<file path="config.mk">
export PLATFORM = sky130hd
export DESIGN_NAME = bcd_to_bin
export DESIGN_NICKNAME = d
export VERILOG_FILES = /design/src/rtl/calc_pkg.sv /design/src/rtl/sub_three.sv /design/src/rtl/bcd_to_bin.sv
export SDC_FILE = /design/constraint.sdc
export NUM_CORES = 1
export LEC_CHECK = 0
export CORE_MARGIN = 5
export CORE_UTILIZATION = 48
export CTS_CLUSTER_SIZE = 28
export DETAILED_ROUTE_END_ITERATION = 16
export PLACE_DENSITY_LB_ADDON = 0.05
export SLEW_MARGIN = 40
export SYNTH_ARGS = -nofsm -noshare
export SYNTH_HDL_FRONTEND = slang
export SYNTH_SLANG_ARGS = --single-unit
export TNS_END_PERCENT = 100
</file>
<file path="constraint.sdc">
create_clock -name clk -period 1.6 [get_ports clk]
set_clock_uncertainty 0.15 [all_clocks]
set_input_delay 0.4 -clock clk [delete_from_list [all_inputs] [get_ports clk]]
set_output_delay 0.4 -clock clk [all_outputs]
set_load 0.01 [all_outputs]
</file>
<file path="src/rtl/calc_pkg.sv">
// Shared calculator definitions for the BCD conversion path.
// Contents: FSM state encoding, BCD digit width and limit, reverse
// double-dabble correction constants, and a digit validity helper.
package calc_pkg;

  // Converter FSM states
  typedef enum logic [1:0] {
    IDLE  = 2'd0,
    SHIFT = 2'd1,
    DONE  = 2'd2
  } state_t;

  localparam int unsigned BCD_DIGIT_W   = 4;
  localparam int unsigned BCD_MAX_DIGIT = 9;

  // A shifted digit at or above CORR_THRESH had a 10 shifted into it as 8;
  // subtracting CORR_SUB restores it to 5 (half of ten).
  localparam int unsigned CORR_THRESH = 8;
  localparam int unsigned CORR_SUB    = 3;

  // True when a BCD digit holds a non-decimal code (A..F)
  function automatic logic digit_bad(input logic [BCD_DIGIT_W-1:0] d);
    return d > BCD_DIGIT_W'(BCD_MAX_DIGIT);
  endfunction

endpackage

</file>
<file path="src/rtl/sub_three.sv">
// Single BCD digit corrector for reverse double-dabble.
// Ports:
//   din    - shifted BCD digit
//   dout_c - corrected digit (combinational): din >= 8 ? din - 3 : din
module sub_three
  import calc_pkg::*;
(
  input  logic [BCD_DIGIT_W-1:0] din,
  output logic [BCD_DIGIT_W-1:0] dout_c
);

  // Subtract-3 correction, 4-bit, no borrow out
  always_comb begin
    dout_c = din;
    if (din >= BCD_DIGIT_W'(CORR_THRESH)) begin
      dout_c = din - BCD_DIGIT_W'(CORR_SUB);
    end
  end

endmodule

</file>
<file path="src/rtl/bcd_to_bin.sv">
// Sequential BCD-to-binary converter (reverse double-dabble), one bit per
// cycle, with a start/busy/done handshake.
// Ports:
//   clk, rst_n - clock, asynchronous active-low reset
//   start      - conversion request, sampled only in IDLE
//   bcd_in     - packed BCD operand, digit 0 in bits [3:0]
//   busy       - high whenever the FSM is not in IDLE
//   done       - one-cycle completion pulse
//   bin_out    - converted value, low BIN_W bits (held until next done)
//   ovf        - converted value does not fit in BIN_W bits
//   err        - a digit of the accepted operand was above 9
module bcd_to_bin
  import calc_pkg::*;
#(
  parameter int unsigned DIGITS = 3,
  parameter int unsigned BIN_W  = 8
) (
  input  logic                          clk,
  input  logic                          rst_n,
  input  logic                          start,
  input  logic [BCD_DIGIT_W*DIGITS-1:0] bcd_in,
  output logic                          busy,
  output logic                          done,
  output logic [BIN_W-1:0]              bin_out,
  output logic                          ovf,
  output logic                          err
);

  localparam int unsigned TOT_W = BCD_DIGIT_W * DIGITS;
  localparam int unsigned CNT_W = $clog2(TOT_W + 1);

  // Binary register bits above BIN_W; empty when the result always fits
  localparam logic [TOT_W-1:0] OVF_MASK =
    (BIN_W >= TOT_W) ? '0 : ({TOT_W{1'b1}} << BIN_W);

  state_t             state_q, state_d;
  logic [TOT_W-1:0]   bcd_q, bcd_d;
  logic [TOT_W-1:0]   bin_q, bin_d;
  logic [CNT_W-1:0]   cnt_q, cnt_d;
  logic [BIN_W-1:0]   bin_out_d;
  logic               ovf_d, err_d, busy_d, done_d;

  logic [TOT_W-1:0]   bcd_sh, bcd_fix, bin_sh;
  logic [DIGITS-1:0]  digit_bad_v;
  logic               in_bad, last_shift, ovf_c;

  // Combined {bcd, bin} right shift; BCD LSB enters the binary MSB
  always_comb begin
    {bcd_sh, bin_sh} = {1'b0, bcd_q, bin_q[TOT_W-1:1]};
  end

  // Per-digit input check and post-shift correction
  for (genvar g = 0; g < DIGITS; g++) begin : g_digit
    assign digit_bad_v[g] = digit_bad(bcd_in[g*BCD_DIGIT_W +: BCD_DIGIT_W]);

    sub_three u_fix (
      .din    (bcd_sh[g*BCD_DIGIT_W +: BCD_DIGIT_W]),
      .dout_c (bcd_fix[g*BCD_DIGIT_W +: BCD_DIGIT_W])
    );
  end

  assign in_bad     = |digit_bad_v;
  assign last_shift = (cnt_q == CNT_W'(TOT_W - 1));
  assign ovf_c      = |(bin_sh & OVF_MASK);

  // State register
  always_ff @(posedge clk or negedge rst_n) begin
    if (!rst_n) begin
      state_q <= IDLE;
    end else begin
      state_q <= state_d;
    end
  end

  // Next-state logic
  always_comb begin
    state_d = state_q;
    unique case (state_q)
      IDLE: begin
        if (start) begin
          state_d = in_bad ? DONE : SHIFT;
        end
      end
      SHIFT: begin
        if (last_shift) begin
          state_d = DONE;
        end
      end
      DONE:    state_d = IDLE;
      default: state_d = IDLE;
    endcase
  end

  // Datapath and output next values
  always_comb begin
    bcd_d     = bcd_q;
    bin_d     = bin_q;
    cnt_d     = cnt_q;
    bin_out_d = bin_out;
    ovf_d     = ovf;
    err_d     = err;
    busy_d    = (state_d != IDLE);
    done_d    = (state_d == DONE);
    unique case (state_q)
      IDLE: begin
        if (start) begin
          if (in_bad) begin
            // Invalid operand: report immediately, no shifting
            err_d     = 1'b1;
            ovf_d     = 1'b0;
            bin_out_d = '0;
          end else begin
            bcd_d = bcd_in;
            bin_d = '0;
            cnt_d = '0;
            err_d = 1'b0;
            ovf_d = 1'b0;
          end
        end
      end
      SHIFT: begin
        bcd_d = bcd_fix;
        bin_d = bin_sh;
        cnt_d = cnt_q + CNT_W'(1);
        if (last_shift) begin
          // Final shift: publish the value produced on this same edge
          bin_out_d = BIN_W'(bin_sh);
          ovf_d     = ovf_c;
        end
      end
      DONE:    ;
      default: ;
    endcase
  end

  // Datapath and output registers
  always_ff @(posedge clk or negedge rst_n) begin
    if (!rst_n) begin
      bcd_q   <= '0;
      bin_q   <= '0;
      cnt_q   <= '0;
      bin_out <= '0;
      ovf     <= 1'b0;
      err     <= 1'b0;
      busy    <= 1'b0;
      done    <= 1'b0;
    end else begin
      bcd_q   <= bcd_d;
      bin_q   <= bin_d;
      cnt_q   <= cnt_d;
      bin_out <= bin_out_d;
      ovf     <= ovf_d;
      err     <= err_d;
      busy    <= busy_d;
      done    <= done_d;
    end
  end

endmodule

</file>
[Yosys cells after proc, flatten, opt, wreduce, memory -nomap -nowiden]
Index checks and enable logic that the tools add are counted.
Operators by class
  add/subtract/negate cells: 4
  order comparisons: 6
  eq/ne operators: 7
  mux-type cells: 24
  reductions and logical operators: 9
Operators by type and width (count)
  $mux W12: 4
  $pmux W12 S2: 2
  $mux W8: 3
  $mux W4: 5
  $pmux W8 S2: 1
  $gt A4 B4 Y1 const B: 3
  $ge A4 B4 Y1 const B: 2
  $ne A2 B2 Y1 const B: 4
  $pmux W4 S2: 1
  $sub A4 B2 Y4 const B: 2
  $mux W2: 3
  $reduce_and A3 Y1: 2
  $add A4 B1 Y4 const B: 1
  $eq A4 B4 Y1 const B: 1
  $ge A3 B4 Y1 const B: 1
  $pmux W2 S2: 1
  $reduce_and A4 Y1: 1
  $reduce_bool A2 Y1: 2
  $reduce_or A4 Y1: 1
  $sub A3 B2 Y4 const B: 1
  $mux W1: 3
  $reduce_or A3 Y1: 1
  $eq A2 B1 Y1 const B: 1
  $eq A2 B2 Y1 const B: 1
  other kinds (3): 3
Storage, ports and cells
  register bits: 42
  output and inout bits: 12

[Logic depth before layout (Yosys ltp)]
Gate-level depths: netlist of run 1.
  depth in word-level cells: 6
  mapped depth: 6
  depth with buffers taken out: 6

[By module]
A second synthesis of run 1 with hierarchy kept.
Unflattened totals
  cell total of the unflattened synthesis: 177
  area total of the unflattened synthesis: 1926.8 µm²
Modules (own cells, without submodules)
  bcd_to_bin: instances 1, cells each 144, area an instance 1697.9 µm², sequential area each 1026.0 µm²
  sub_three: instances 3, cells each 11, area an instance 76.3 µm², sequential area each 0.0 µm²

[Least setup slack after synthesis of run 1]
OpenSTA, ideal clock, no wires.
  path type: input to register
  start point: input port bcd_in[6]
  end point: register cnt_q[3]
  data arrival time: 1313 ps
  required time: 1372 ps
  path slack: 59 ps
  cell stages on the path: 4
  cell sequence: o21ai_1 > a41oi_2 > or3_1 > a21boi_1
Between the ends
  cells in the longest elaborated chain, start to end: 4
RTL lines
  start: declaration: RTL line bcd_to_bin.sv:21  | input logic [BCD_DIGIT_W*DIGITS-1:0] bcd_in,
  $gt A4 B4 Y1: RTL line calc_pkg.sv:23  | return d > BCD_DIGIT_W'(BCD_MAX_DIGIT);
  $reduce_or A3 Y1: RTL line bcd_to_bin.sv:62  | assign in_bad = |digit_bad_v;
  $ne A2 B2 Y1 (no source line)
  $reduce_and A3 Y1 (no source line)
  end signal: assignment: RTL line bcd_to_bin.sv:150  | cnt_q <= cnt_d;
  end: declaration: RTL line bcd_to_bin.sv:39  | logic [CNT_W-1:0] cnt_q, cnt_d;
No other way between the ends.
A chain may end at the register's enable or synchronous reset.

[Worst setup path after layout of run 1]
  start point: register state_q[1]
  end point: register bcd_q[9]
Between the ends
  cells in the longest elaborated chain, start to end: 3
  elaborated cells between the ends (all ways): 7
  classes of those cells: eq/ne: 3; mux: 1; reduce/logical: 3
RTL lines
  start: declaration: RTL line bcd_to_bin.sv:36  | state_t state_q, state_d;
  start signal: assignment: RTL line bcd_to_bin.sv:71  | state_q <= state_d;
  $eq A2 B1 Y1 or $logic_not A2 Y1 (tied branches): RTL line bcd_to_bin.sv:104  | unique case (state_q)
  $reduce_bool A2 Y1 (no source line) or $ne A2 B2 Y1 (tied branches)
  $reduce_and A3 Y1 (no source line)
  end signal: assignment: RTL line bcd_to_bin.sv:139  | bcd_q <= '0;
  end signal: assignment: RTL line bcd_to_bin.sv:148  | bcd_q <= bcd_d;
  end: declaration: RTL line bcd_to_bin.sv:37  | logic [TOT_W-1:0] bcd_q, bcd_d;
Parallel ways exist; a longest one is shown, timed or not.

==> impl_metrics.prom, run 1 <==
# TYPE chip_impl_metric gauge
chip_impl_info{name="run_status",value="finished clean"} 1
chip_impl_metric{name="worstRegToRegCells",unit=""} 4
chip_impl_metric{name="share_clk_of_total_power",unit="%"} 19.6
chip_impl_info{name="tritoncts",value="done"} 1
chip_impl_metric{name="drt_wl_total",unit="mm"} 4.20
chip_impl_metric{name="antenna_cells_inserted",unit=""} 0
chip_impl_metric{name="syn_inst",unit=""} 160
chip_impl_metric{name="boundaryPins",unit=""} 27
chip_impl_metric{name="slew_headroom",unit="%"} 76.4
chip_impl_info{name="synth_top_cell_by_area",value="sky130_fd_sc_hd__dfrtp_1"} 1
chip_impl_info{name="worstHoldStart",value="bcd_q[10]$_DFFE_PN0P_"} 1
chip_impl_metric{name="rows",unit=""} 22
chip_impl_metric{name="tritoncts.num_buffers",unit=""} 5
chip_impl_metric{name="async_reset_ff_share",unit="%"} 100
chip_impl_metric{name="yosysWarnings",unit=""} 0
chip_impl_metric{name="yosysUniqueCellTypes",unit=""} 31
chip_impl_metric{name="insertion_delay_to_the_later_sink_of_the_worst_skew_pair",unit="ps"} 300
chip_impl_metric{name="number_of_hold_slack_violations_in_the_final_timing_report",unit=""} 0
chip_impl_metric{name="gr-usage-all-layers",unit="%"} 17.9
chip_impl_metric{name="route.detailed.drc",unit=""} 0
chip_impl_metric{name="globalRouteOverflowTotal",unit=""} 0
chip_impl_metric{name="max_cap_violations",unit=""} 0
chip_impl_metric{name="worst-r2r-setup-slack",unit="ps"} 20
chip_impl_info{name="hold_class",value="reg2reg"} 1
chip_impl_metric{name="leakage",unit="nW"} 1.26
chip_impl_metric{name="worst-path-max-fanout",unit=""} 20
chip_impl_metric{name="first_global_vias",unit=""} 1463
chip_impl_info{name="cp-start-kind",value="register"} 1
chip_impl_metric{name="achievable-frequency",unit="MHz"} 634
chip_impl_metric{name="die_width",unit="um"} 71.6
chip_impl_metric{name="switching_power",unit="mW"} 1.53
chip_impl_info{name="layout_common_cells",value="sky130_fd_sc_hd__dfrtp_1 (39), sky130_fd_sc_hd__a22o_1 (20), sky130_fd_sc_hd__dlygate4sd2_1 (20)"} 1
chip_impl_info{name="crit_path_end_kind",value="register"} 1
chip_impl_metric{name="number_of_enable_type_register_cells_in_the_synthesized_netlist",unit=""} 0
chip_impl_metric{name="final_period_minus_worst_setup_slack",unit="ps"} 1580
chip_impl_metric{name="final_layout_size_suffix_gt1_share",unit="%"} 23.4
chip_impl_metric{name="grt_max_degree",unit=""} 42
chip_impl_metric{name="internal_power",unit="mW"} 2.92
chip_impl_metric{name="worst-endpoint-required",unit="ps"} 1630
chip_impl_metric{name="routabilityCongestion",unit=""} 0.836
chip_impl_metric{name="seq_power_share",unit="%"} 38.7
chip_impl_metric{name="report.final.slew_viol_count",unit=""} 0
chip_impl_metric{name="ys_ff_latch",unit=""} 41
chip_impl_metric{name="area_growth",unit="%"} 42.2
chip_impl_metric{name="power.share.switching",unit="%"} 34.3
chip_impl_metric{name="critical_path_arrival",unit="ps"} 1610
chip_impl_metric{name="detail_route.vias_per_cell",unit=""} 5.47
chip_impl_metric{name="ctsHtreeMaxLevel",unit=""} 2
chip_impl_metric{name="drt-initial-drc-count",unit=""} 86
chip_impl_metric{name="maximum_vdd_drop",unit="mV"} 0.993
chip_impl_metric{name="synth.net_count",unit=""} 180
chip_impl_info{name="cts_root_buffer",value="sky130_fd_sc_hd__clkbuf_8"} 1
chip_impl_metric{name="finalCritPeriodShare",unit="%"} 98.5
chip_impl_metric{name="ys_seq_area_share",unit="%"} 56.3
chip_impl_metric{name="coreArea",unit="um2"} 3660
chip_impl_metric{name="portion_of_total_power_attributed_to_combinational_logic",unit="%"} 41.7
chip_impl_metric{name="synth.cell_area",unit="um2"} 1820
chip_impl_info{name="synthFlopType",value="sky130_fd_sc_hd__dfrtp_1"} 1
chip_impl_metric{name="setup-violations-final",unit=""} 0
chip_impl_metric{name="floorplan.initialDensity",unit="%"} 49.8
chip_impl_metric{name="nets_final",unit=""} 233
chip_impl_metric{name="placement.setup.worst_slack",unit="ps"} -530
chip_impl_info{name="reg2reg_to",value="bcd_q[9]$_DFFE_PN0P_"} 1
chip_impl_metric{name="place.port_buffers",unit=""} 26
chip_impl_metric{name="die_boundary_height",unit="um"} 71.6
chip_impl_metric{name="total_die_area",unit="um2"} 5130
chip_impl_metric{name="finalWorstSetupSlack",unit="ps"} 23.5
chip_impl_metric{name="grt_pass1_wl",unit="mm"} 7.13
chip_impl_metric{name="cts.clk_slew.worst_paths",unit="ps"} 80
chip_impl_metric{name="initial_antenna_violation_count",unit=""} 0
chip_impl_metric{name="synth_top_area_share",unit="%"} 56.3
chip_impl_metric{name="pwr_density_cell",unit="nW/um2"} 1720
chip_impl_metric{name="clock_sinks",unit=""} 41
chip_impl_metric{name="routedWlPerCell",unit="um"} 16.0
chip_impl_info{name="unrepaired_setup_endpoints_after_global_routing",value="yes"} 1
chip_impl_info{name="path_class",value="reg2reg"} 1
chip_impl_info{name="r2r-start",value="state_q[1]$_DFF_PN0_"} 1
chip_impl_metric{name="detailroute.via_count",unit=""} 1432
chip_impl_metric{name="min_delay_path_depth",unit=""} 2
chip_impl_info{name="commonest_non_fill_non_tap_cell_in_the_layout",value="sky130_fd_sc_hd__dfrtp_1"} 1
chip_impl_metric{name="synthesis.area_per_instance",unit="um2"} 11.4
chip_impl_info{name="synth_area_leaders",value="sky130_fd_sc_hd__dfrtp_1 (56%), sky130_fd_sc_hd__a22o_1 (9.6%), sky130_fd_sc_hd__mux2i_1 (3.8%)"} 1
chip_impl_metric{name="hold-worst-slack",unit="ps"} 338
chip_impl_info{name="hold_end",value="bcd_q[10]$_DFFE_PN0P_"} 1
chip_impl_metric{name="cts_buffer_depth",unit=""} 2
chip_impl_metric{name="detail_route.first_pass.iterations",unit=""} 4
chip_impl_metric{name="route.antenna.remaining_nets",unit=""} 0
chip_impl_metric{name="post-dp-hpwl",unit="mm"} 2.60
chip_impl_metric{name="worstMarginPinSlew",unit="ps"} 351
-- how the worst max path moves through the flow --
stage	from	end	cells after the start
global route	state_q[0]$_DFF_PN0_	bcd_q[11]$_DFFE_PN0P_	5
global placement	start	bcd_q[3]$_DFFE_PN0P_	6
CTS	state_q[0]$_DFF_PN0_	bcd_q[0]$_DFFE_PN0P_	4
finish	state_q[1]$_DFF_PN0_	bcd_q[9]$_DFFE_PN0P_	4
floorplan	bcd_in[6]	cnt_q[3]$_DFFE_PN0P_	4
detailed placement	start	bcd_q[7]$_DFFE_PN0P_	6
-- cell type report --
| type | count | area (um2) |
|---|---|---|
| Sequential cell | 41 | 1030 |
| Inverter | 9 | 33.8 |
| Fill cell | 264 | 1070 |
| Tap cell | 48 | 60.1 |
| Clock buffer | 6 | 82.6 |
| Multi-Input combinational cell | 104 | 811 |
| Clock inverter | 2 | 37.5 |
| Timing Repair Buffer | 52 | 537 |
-- synthesized netlist by cell type (2+ instances only) --
library cell and number:
sky130_fd_sc_hd__dfrtp_1 41, sky130_fd_sc_hd__a22o_1 20, sky130_fd_sc_hd__o21ai_0 14, sky130_fd_sc_hd__nand2_1 13
sky130_fd_sc_hd__inv_1 9, sky130_fd_sc_hd__a21oi_1 7, sky130_fd_sc_hd__mux2i_1 7, sky130_fd_sc_hd__nor2_1 6
sky130_fd_sc_hd__buf_2 5, sky130_fd_sc_hd__ha_1 5, sky130_fd_sc_hd__xnor2_1 4, sky130_fd_sc_hd__nand2b_1 3
sky130_fd_sc_hd__o21ai_1 3, sky130_fd_sc_hd__nand3_1 2, sky130_fd_sc_hd__nand4_1 2, sky130_fd_sc_hd__nor2b_1 2
sky130_fd_sc_hd__o21bai_1 2, sky130_fd_sc_hd__o221a_2 2
-- metal layers --
| metal | GRT usage (%) | wire length (um) | vias up | share of wire (%) |
|---|---|---|---|---|
| li1 | - | - | 680 | - |
| met1 | 25.9 | 1930 | 700 | 46 |
| met2 | 25.9 | 1990 | 43 | 47 |
| met3 | 3.65 | 210 | 9 | 5.0 |
| met4 | 7.93 | 71 | 0 | 1.7 |
| met5 | 0 | 0 | - | 0 |
-- cells by family (layout without fill, tap and decap cells) --
group / after synthesis / count (layout) / share of synthesized area, %
buf+inv: 15 / 69 / 3.43
simple gates: 34 / 34 / 9.27
compound gates: 54 / 54 / 21.8
mux: 7 / 7 / 3.85
flops: 41 / 41 / 56.3
fa+ha+maj: 5 / 5 / 3.43
xor+xnor: 4 / 4 / 1.92
-- flip-flops by register name, summed over array words and instances, names as in the netlist --
signal / flops
done: 1
state_q: 2
busy: 1
ovf: 1
bin_out: 8
bcd_q: 12
cnt_q: 4
err: 1
bin_q: 11
-- repair_timing --
item,4_1_cts,5_1_grt
setup buffers,5,2
gates resized for setup,36,11
setup endpoints to repair,51,32
pin swaps,7,7
cloned,2,0
hold buffers,1,0
endpoints found under the hold margin,41,0
-- power by group through the flow --
stage	registers (mW)	logic (mW)	clock network [mW]
floorplan	1.66	0.947	0
global placement	1.70	1.37	0
detailed placement	1.73	1.40	0
CTS	1.72	1.74	0.894
global route	1.78	2.03	0.935
finish	1.72	1.85	0.873
-- metrics by stage --
| step | std cells | area (um2) | util (%) | power [mW] | setup TNS [ps] |
|---|---|---|---|---|---|
| 5_1_grt | 262 | 2590 | 70.7 | 4.74 | -186 |
| 6_report | 262 | 2590 | 70.7 | 4.45 | 0 |
| 2_1_floorplan | 160 | 1820 | - | 2.60 | 0 |
| 3_5_place_dp | 244 | 2250 | 61.6 | 3.13 | -16610 |
| 3_3_place_gp | 244 | 2250 | 61.6 | 3.06 | -16370 |
| 4_1_cts | 260 | 2520 | 68.9 | 4.35 | 0 |
-- critical path, stage by stage, from the launching register on --
cell and delay [ps]:
sky130_fd_sc_hd__dfrtp_2 460, sky130_fd_sc_hd__nor2b_2 230, sky130_fd_sc_hd__buf_4 300, sky130_fd_sc_hd__mux2i_1 220
sky130_fd_sc_hd__o21ai_0 90
No activity file was read; power rests on OpenSTA's default activity.
==> run 2: changes to the inputs <==
--- a/config.mk
+++ b/config.mk
@@ -5,8 +5,9 @@
 export SDC_FILE = /design/constraint.sdc
 export NUM_CORES = 1
 export LEC_CHECK = 0
+export ABC_AREA = 1
 export CORE_MARGIN = 5
-export CORE_UTILIZATION = 48
+export CORE_UTILIZATION = 49
 export CTS_CLUSTER_SIZE = 28
 export DETAILED_ROUTE_END_ITERATION = 16
 export PLACE_DENSITY_LB_ADDON = 0.05
==> impl_metrics.prom, run 2 <==
# TYPE chip_impl_metric gauge
chip_impl_info{name="largestRegisters",value="bcd_q x12, bin_q x11, bin_out x8"} 1
chip_impl_metric{name="clock_sinks",unit=""} 41
chip_impl_info{name="path_class",value="in2reg"} 1
chip_impl_metric{name="final_standard_cell_area_without_fillers",unit="um2"} 2600
chip_impl_metric{name="synth.net_count",unit=""} 277
chip_impl_metric{name="finalWorstSetupSlack",unit="ps"} 61.6
chip_impl_metric{name="finalSetupTns",unit="ps"} 0
chip_impl_metric{name="route.antenna.remaining_nets",unit=""} 0
chip_impl_metric{name="nets_final",unit=""} 317
chip_impl_info{name="crit_path_top_delay_cell",value="sky130_fd_sc_hd__clkdlybuf4s50_1"} 1
chip_impl_metric{name="leakage",unit="nW"} 1.49
chip_impl_metric{name="first_global_vias",unit=""} 1670
chip_impl_metric{name="grt_max_degree",unit=""} 42
chip_impl_info{name="cp-start-kind",value="input port"} 1
chip_impl_metric{name="setup-violations-final",unit=""} 0
chip_impl_metric{name="detailroute.via_count",unit=""} 1744
chip_impl_metric{name="synth_top_area_share",unit="%"} 50.2
chip_impl_info{name="unrepaired_setup_endpoints_after_global_routing",value="yes"} 1
chip_impl_info{name="hold_class",value="reg2reg"} 1
chip_impl_metric{name="slew_headroom",unit="%"} 83.2
chip_impl_metric{name="detail_route.vias_per_cell",unit=""} 5.01
chip_impl_info{name="synthFlopType",value="sky130_fd_sc_hd__dfrtp_1"} 1
chip_impl_metric{name="pwr_density_cell",unit="nW/um2"} 1590
chip_impl_metric{name="detail_route.first_pass.iterations",unit=""} 4
chip_impl_info{name="synth_top_cell_by_area",value="sky130_fd_sc_hd__dfrtp_1"} 1
chip_impl_metric{name="post-cts-setup-buffer-count",unit=""} 0
chip_impl_metric{name="synth.cell_area",unit="um2"} 2040
chip_impl_info{name="synth.cells.most_frequent",value="sky130_fd_sc_hd__nand2_1 (106), sky130_fd_sc_hd__nand3_1 (44), sky130_fd_sc_hd__dfrtp_1 (41)"} 1
chip_impl_metric{name="worst-path-max-fanout",unit=""} 11
chip_impl_info{name="tritoncts",value="done"} 1
chip_impl_info{name="run_status",value="finished clean"} 1
chip_impl_metric{name="postPlaceCellArea",unit="um2"} 2430
chip_impl_metric{name="numPlacedInstances",unit=""} 339
chip_impl_metric{name="post-dp-hpwl",unit="mm"} 3.09
chip_impl_metric{name="hold-worst-slack",unit="ps"} 344
chip_impl_metric{name="achievable-frequency",unit="MHz"} 650
chip_impl_metric{name="max_cap_violations",unit=""} 0
chip_impl_info{name="crit_path_end_kind",value="register"} 1
chip_impl_metric{name="cts.clk_slew.worst_paths",unit="ps"} 80
chip_impl_metric{name="drt-initial-drc-count",unit=""} 91
chip_impl_info{name="yosysMostFrequentCell",value="sky130_fd_sc_hd__nand2_1"} 1
chip_impl_metric{name="placement.setup.worst_slack",unit="ps"} -318
chip_impl_metric{name="routabilityCongestion",unit=""} 0.851
chip_impl_info{name="layout_common_cells",value="sky130_fd_sc_hd__nand2_1 (104), sky130_fd_sc_hd__nand3_1 (43), sky130_fd_sc_hd__dfrtp_1 (41)"} 1
chip_impl_metric{name="final_period_minus_worst_setup_slack",unit="ps"} 1540
chip_impl_metric{name="grt_pass1_wl",unit="mm"} 7.61
chip_impl_metric{name="die_boundary_height",unit="um"} 74.6
chip_impl_info{name="commonest_non_fill_non_tap_cell_in_the_layout",value="sky130_fd_sc_hd__nand2_1"} 1
chip_impl_metric{name="yosysUniqueCellTypes",unit=""} 24
chip_impl_metric{name="ys_ff_latch",unit=""} 41
chip_impl_metric{name="area_growth",unit="%"} 27.1
chip_impl_metric{name="insertion_delay_to_the_later_sink_of_the_worst_skew_pair",unit="ps"} 290
chip_impl_metric{name="cts_buffer_depth",unit=""} 2
chip_impl_metric{name="globalRouteOverflowTotal",unit=""} 0
chip_impl_metric{name="final_non_filler_cells",unit=""} 348
chip_impl_metric{name="antenna_cells_inserted",unit=""} 0
chip_impl_metric{name="rows",unit=""} 23
chip_impl_info{name="path_cells",value="clkdlybuf4s50_1, inv_1, nor2_2, nand4_4, buf_4, nand3_1, nand2_1"} 1
chip_impl_metric{name="boundaryPins",unit=""} 27
chip_impl_metric{name="routedWlPerCell",unit="um"} 12.3
chip_impl_metric{name="place.port_buffers",unit=""} 26
chip_impl_metric{name="async_reset_ff_share",unit="%"} 100
chip_impl_metric{name="worst-endpoint-required",unit="ps"} 1630
chip_impl_metric{name="floorplan.initialDensity",unit="%"} 50.7
chip_impl_metric{name="yosysWarnings",unit=""} 0
chip_impl_metric{name="maximum_vdd_drop",unit="mV"} 0.809
chip_impl_metric{name="initial_antenna_violation_count",unit=""} 0
chip_impl_metric{name="synthesis.area_per_instance",unit="um2"} 7.95
chip_impl_info{name="largest-register",value="bcd_q"} 1
chip_impl_metric{name="ys_seq_area_share",unit="%"} 50.2
chip_impl_metric{name="core_utilization_of_the_finished_layout",unit="%"} 64.4
chip_impl_metric{name="drt_wl_total",unit="mm"} 4.29
chip_impl_metric{name="route.detailed.drc",unit=""} 0
chip_impl_metric{name="gr-usage-all-layers",unit="%"} 18.0
chip_impl_metric{name="power",unit="mW"} 4.12
chip_impl_metric{name="report.final.slew_viol_count",unit=""} 0
chip_impl_metric{name="flip_flop_count_of_the_largest_register_after_layout",unit=""} 12
chip_impl_metric{name="ctsHtreeMaxLevel",unit=""} 2
chip_impl_metric{name="die_width",unit="um"} 74.6
chip_impl_info{name="synth_area_leaders",value="sky130_fd_sc_hd__dfrtp_1 (50%), sky130_fd_sc_hd__nand2_1 (19%), sky130_fd_sc_hd__nand3_1 (11%)"} 1
chip_impl_metric{name="number_of_hold_slack_violations_in_the_final_timing_report",unit=""} 0
chip_impl_metric{name="tritoncts.num_buffers",unit=""} 5
chip_impl_metric{name="critPathMaxStageDelay",unit="ps"} 470
chip_impl_metric{name="worstMarginPinSlew",unit="ps"} 252
chip_impl_metric{name="total_die_area",unit="um2"} 5560
chip_impl_metric{name="critical_path_arrival",unit="ps"} 1570
chip_impl_metric{name="syn_inst",unit=""} 257
chip_impl_metric{name="final_layout_size_suffix_gt1_share",unit="%"} 14.1
chip_impl_metric{name="coreArea",unit="um2"} 4030
chip_impl_info{name="cts_root_buffer",value="sky130_fd_sc_hd__clkbuf_8"} 1
chip_impl_metric{name="number_of_enable_type_register_cells_in_the_synthesized_netlist",unit=""} 0
chip_impl_metric{name="finalCritPeriodShare",unit="%"} 96.1
run 2: timing repair:
item | in CTS | in global routing
setup endpoints to repair | 13 | 28
endpoints found under the hold margin | 41 | 0
pin swaps | 1 | 2
gates resized for setup | 12 | 13
hold buffers | 1 | 0
run 2: path summary, 6_finish.rpt:
path                                            from                      to  slack (ps)  depth (start not counted)
min in group asynchronous                      rst_n    bcd_q[5]$_DFFE_PN0P_         450                          3
worst max-delay path                           start    bcd_q[2]$_DFFE_PN0P_          60                          7
worst max register to register  state_q[1]$_DFF_PN0_  bin_out[0]$_DFFE_PN0P_         150                          6
worst min-delay path                 err$_DFFE_PN0P_         err$_DFFE_PN0P_         340                          2
worst min register to register       err$_DFFE_PN0P_         err$_DFFE_PN0P_         340                          2
max in group asynchronous                      rst_n    bcd_q[1]$_DFFE_PN0P_         650                          3
run 2: routing by layer:
layer	wire length (um)	vias up	part of all wire (%)	GRT usage [%]
met1	2040	801	47	23.9
met3	208	6	4.8	3.65
met5	0	-	0	0
met2	1980	39	46	28.5
met4	61	0	1.4	7.71
li1	-	898	-	-
run 2: kinds of logic after synthesis:
family                     Yosys count  share of synthesized area, %
adders and majority gates            5                          3.06
buffers and inverters               30                          6.74
AOI/OAI and AO/OA                   16                          4.96
DFF                                 41                          50.2
and+or+nand+nor                    165                          35.0
run 2: area by class of cell:
type / instances / area, um2
timing repair buffer: 44 / 404
multi-input combinational: 186 / 910
tap: 50 / 62.6
clock buffer: 6 / 82.6
fill: 355 / 1430
inverter: 19 / 73.8
clock inverter: 2 / 37.5
sequential: 41 / 1030
run 2: critical path: cells and delay by family:
kind	cells	cell delay, ps
buf+inv	3	760
simple gates	4	410
run 2: power by group:
group	total [mW]	leakage [nW]	internal (mW)	switching [mW]
Combinational	1.54	0.894	0.659	0.885
Sequential	1.71	0.541	1.42	0.292
Clock	0.864	0.0574	0.507	0.357
==> run 3: changes to the inputs <==
--- a/config.mk
+++ b/config.mk
@@ -6,12 +6,12 @@
 export NUM_CORES = 1
 export LEC_CHECK = 0
 export ABC_AREA = 1
-export CORE_MARGIN = 5
+export CORE_MARGIN = 4
 export CORE_UTILIZATION = 49
 export CTS_CLUSTER_SIZE = 28
 export DETAILED_ROUTE_END_ITERATION = 16
 export PLACE_DENSITY_LB_ADDON = 0.05
-export SLEW_MARGIN = 40
+export SLEW_MARGIN = 0
 export SYNTH_ARGS = -nofsm -noshare
 export SYNTH_HDL_FRONTEND = slang
 export SYNTH_SLANG_ARGS = --single-unit
==> impl_metrics.prom, run 3 (synthesis gave the netlist of run 2 again) <==
# TYPE chip_impl_metric gauge
chip_impl_metric{name="grt_max_degree",unit=""} 42
chip_impl_metric{name="initial_antenna_violation_count",unit=""} 0
chip_impl_metric{name="worstMarginPinSlew",unit="ps"} 269
chip_impl_info{name="largest-register",value="bcd_q"} 1
chip_impl_metric{name="clock_sinks",unit=""} 41
chip_impl_metric{name="tritoncts.num_buffers",unit=""} 5
chip_impl_metric{name="total_die_area",unit="um2"} 5270
chip_impl_info{name="run_status",value="finished clean"} 1
chip_impl_metric{name="die_width",unit="um"} 72.6
chip_impl_metric{name="coreArea",unit="um2"} 4030
chip_impl_metric{name="finalSetupTns",unit="ps"} 0
chip_impl_metric{name="drt-initial-drc-count",unit=""} 130
chip_impl_metric{name="rows",unit=""} 23
chip_impl_metric{name="critPathMaxStageDelay",unit="ps"} 470
chip_impl_metric{name="critical_path_arrival",unit="ps"} 1640
chip_impl_info{name="cp_startpoint",value="bcd_in[1]"} 1
chip_impl_metric{name="cts.clk_slew.worst_paths",unit="ps"} 80
chip_impl_info{name="cp-start-kind",value="input port"} 1
chip_impl_info{name="tritoncts",value="done"} 1
chip_impl_metric{name="placement.setup.worst_slack",unit="ps"} -291
chip_impl_metric{name="drt_wl_total",unit="mm"} 4.26
chip_impl_metric{name="finalWorstSetupSlack",unit="ps"} 48.2
chip_impl_metric{name="route.antenna.remaining_nets",unit=""} 0
chip_impl_metric{name="cts_buffer_depth",unit=""} 2
chip_impl_info{name="path_class",value="in2reg"} 1
chip_impl_metric{name="setup-violations-final",unit=""} 0
chip_impl_metric{name="power.share.switching",unit="%"} 38.8
chip_impl_info{name="path_cells",value="clkdlybuf4s50_1, o21ai_4, nand3_2, nand2_2, buf_6, nand3_1, nand2_1"} 1
chip_impl_metric{name="final_layout_size_suffix_gt1_share",unit="%"} 14.4
chip_impl_metric{name="die_boundary_height",unit="um"} 72.6
chip_impl_metric{name="detail_route.first_pass.iterations",unit=""} 4
chip_impl_metric{name="grt_pass1_wl",unit="mm"} 7.42
chip_impl_info{name="r2r-start",value="state_q[1]$_DFF_PN0_"} 1
chip_impl_metric{name="gr-usage-all-layers",unit="%"} 18.0
chip_impl_metric{name="post-dp-hpwl",unit="mm"} 3.04
chip_impl_metric{name="internal_power",unit="mW"} 2.42
chip_impl_metric{name="detail_route.vias_per_cell",unit=""} 4.97
chip_impl_info{name="hold_class",value="reg2reg"} 1
chip_impl_metric{name="fillerInstances",unit=""} 368
chip_impl_metric{name="switching_power",unit="mW"} 1.53
chip_impl_metric{name="area_growth",unit="%"} 25.5
chip_impl_metric{name="final_period_minus_worst_setup_slack",unit="ps"} 1550
chip_impl_metric{name="globalRouteOverflowTotal",unit=""} 0
chip_impl_metric{name="flip_flop_count_of_the_largest_register_after_layout",unit=""} 12
chip_impl_metric{name="finalCritPeriodShare",unit="%"} 97.0
chip_impl_info{name="commonest_non_fill_non_tap_cell_in_the_layout",value="sky130_fd_sc_hd__nand2_1"} 1
chip_impl_metric{name="max_cap_violations",unit=""} 0
chip_impl_info{name="largestRegisters",value="bcd_q x12, bin_q x11, bin_out x8"} 1
chip_impl_metric{name="routedWlPerCell",unit="um"} 12.2
chip_impl_metric{name="place.port_buffers",unit=""} 26
chip_impl_metric{name="insertion_delay_to_the_later_sink_of_the_worst_skew_pair",unit="ps"} 300
chip_impl_metric{name="hold-worst-slack",unit="ps"} 337
chip_impl_metric{name="floorplan.initialDensity",unit="%"} 50.7
chip_impl_metric{name="number_of_hold_slack_violations_in_the_final_timing_report",unit=""} 0
chip_impl_metric{name="antenna_cells_inserted",unit=""} 0
chip_impl_metric{name="pwr_density_cell",unit="nW/um2"} 1540
chip_impl_metric{name="routabilityCongestion",unit=""} 0.823
chip_impl_metric{name="worst-endpoint-required",unit="ps"} 1690
chip_impl_metric{name="portion_of_total_power_attributed_to_combinational_logic",unit="%"} 38.7
chip_impl_metric{name="ctsHtreeMaxLevel",unit=""} 2
chip_impl_metric{name="detailroute.via_count",unit=""} 1728
chip_impl_metric{name="boundaryPins",unit=""} 27
chip_impl_info{name="worstHoldStart",value="err$_DFFE_PN0P_"} 1
chip_impl_info{name="cts_root_buffer",value="sky130_fd_sc_hd__clkbuf_8"} 1
chip_impl_metric{name="route.detailed.drc",unit=""} 0
chip_impl_metric{name="critical_path_buf_inv_count",unit=""} 2
chip_impl_metric{name="report.final.slew_viol_count",unit=""} 0
chip_impl_metric{name="slew_headroom",unit="%"} 82.0
chip_impl_metric{name="nets_final",unit=""} 317
chip_impl_metric{name="achievable-frequency",unit="MHz"} 644
chip_impl_metric{name="worst-path-max-fanout",unit=""} 10
chip_impl_metric{name="first_global_vias",unit=""} 1646
chip_impl_metric{name="seq_power_share",unit="%"} 43.1
chip_impl_metric{name="share_clk_of_total_power",unit="%"} 18.2
chip_impl_info{name="critical_path.top_delay_family",value="buffers and inverters"} 1
chip_impl_info{name="crit_path_end_kind",value="register"} 1
chip_impl_metric{name="leakage",unit="nW"} 1.47
chip_impl_metric{name="maximum_vdd_drop",unit="mV"} 0.950
chip_impl_info{name="layout_common_cells",value="sky130_fd_sc_hd__nand2_1 (104), sky130_fd_sc_hd__nand3_1 (43), sky130_fd_sc_hd__dfrtp_1 (41)"} 1
chip_impl_info{name="crit_path_top_delay_cell",value="sky130_fd_sc_hd__clkdlybuf4s50_1"} 1
==> run 3: cell count changes in the layout (fill, tap and decap cells not counted) <==
cell,before,now
sky130_fd_sc_hd__clkdlybuf4s50_1,12,13
sky130_fd_sc_hd__bufinv_16,1,0
sky130_fd_sc_hd__clkinv_2,0,1
sky130_fd_sc_hd__clkinvlp_4,1,0
sky130_fd_sc_hd__dlymetal6s2s_1,1,0
sky130_fd_sc_hd__clkinv_4,0,1
sky130_fd_sc_hd__ha_2,0,1
sky130_fd_sc_hd__ha_1,5,4
sky130_fd_sc_hd__buf_6,3,1
sky130_fd_sc_hd__buf_4,13,15
==> run 3: per-layer routing <==
metal,wire length [um],track usage (%)
met5,0,0
met4,71,6.15
met3,181,4.13
met2,2000,28.7
met1,2000,24.4
==> run 3: tightest hold or removal path, cell delays in order, from the launching register on <==
cell and delay [ps]:
sky130_fd_sc_hd__dfrtp_1 350, sky130_fd_sc_hd__nand2_1 50, sky130_fd_sc_hd__nand2_1 50
==> run 3: repair_timing <==
item / in CTS / in global routing
endpoints found under the setup margin: 12 / 25
resized for setup: 12 / 11
pin swaps: 0 / 1
buffers inserted: 0 / 1
hold endpoints to repair: 41 / 0
hold buffers: 1 / 0
gates cloned: 0 / 0
==> run 3: cell type report <==
class | count | area [um2] | area share (%)
Clock buffer | 6 | 82.6 | 3.22
Clock inverter | 2 | 13.8 | 0.537
Inverter | 19 | 73.8 | 2.88
Multi-Input combinational cell | 186 | 912 | 35.6
Sequential cell | 41 | 1030 | 40.0
Tap cell | 50 | 62.6 | 2.44
Timing Repair Buffer | 44 | 394 | 15.4
==> run 3: power by group through the flow <==
| stage | clock network (mW) | registers (mW) | logic, mW |
|---|---|---|---|
| global placement | 0 | 1.72 | 1.51 |
| finish | 0.721 | 1.70 | 1.53 |
| detailed placement | 0 | 1.72 | 1.54 |
| floorplan | 0 | 1.70 | 1.03 |
| CTS | 0.732 | 1.70 | 1.50 |
| global route | 0.772 | 1.77 | 1.77 |
==> run 3: worst paths after layout <==
| path | to | slack (ps) | depth (start not counted) |
|---|---|---|---|
| worst min register to register | err$_DFFE_PN0P_ | 340 | 2 |
| worst max-delay path | bin_out[2]$_DFFE_PN0P_ | 50 | 7 |
| worst min-delay path | err$_DFFE_PN0P_ | 340 | 2 |
| max in group asynchronous | bcd_q[0]$_DFFE_PN0P_ | 650 | 3 |
| worst max register to register | bcd_q[5]$_DFFE_PN0P_ | 100 | 6 |
| min in group asynchronous | bcd_q[5]$_DFFE_PN0P_ | 450 | 3 |
==> run 3: stage by stage <==
step | cell area [um2] | std cells | total power, mW | util, %
2_1_floorplan | 2040 | 257 | 2.73 | -
3_3_place_gp | 2430 | 338 | 3.23 | 60.2
3_5_place_dp | 2430 | 338 | 3.26 | 60.2
4_1_cts | 2520 | 347 | 3.93 | 62.5
5_1_grt | 2560 | 348 | 4.31 | 63.7
6_report | 2560 | 348 | 3.95 | 63.7
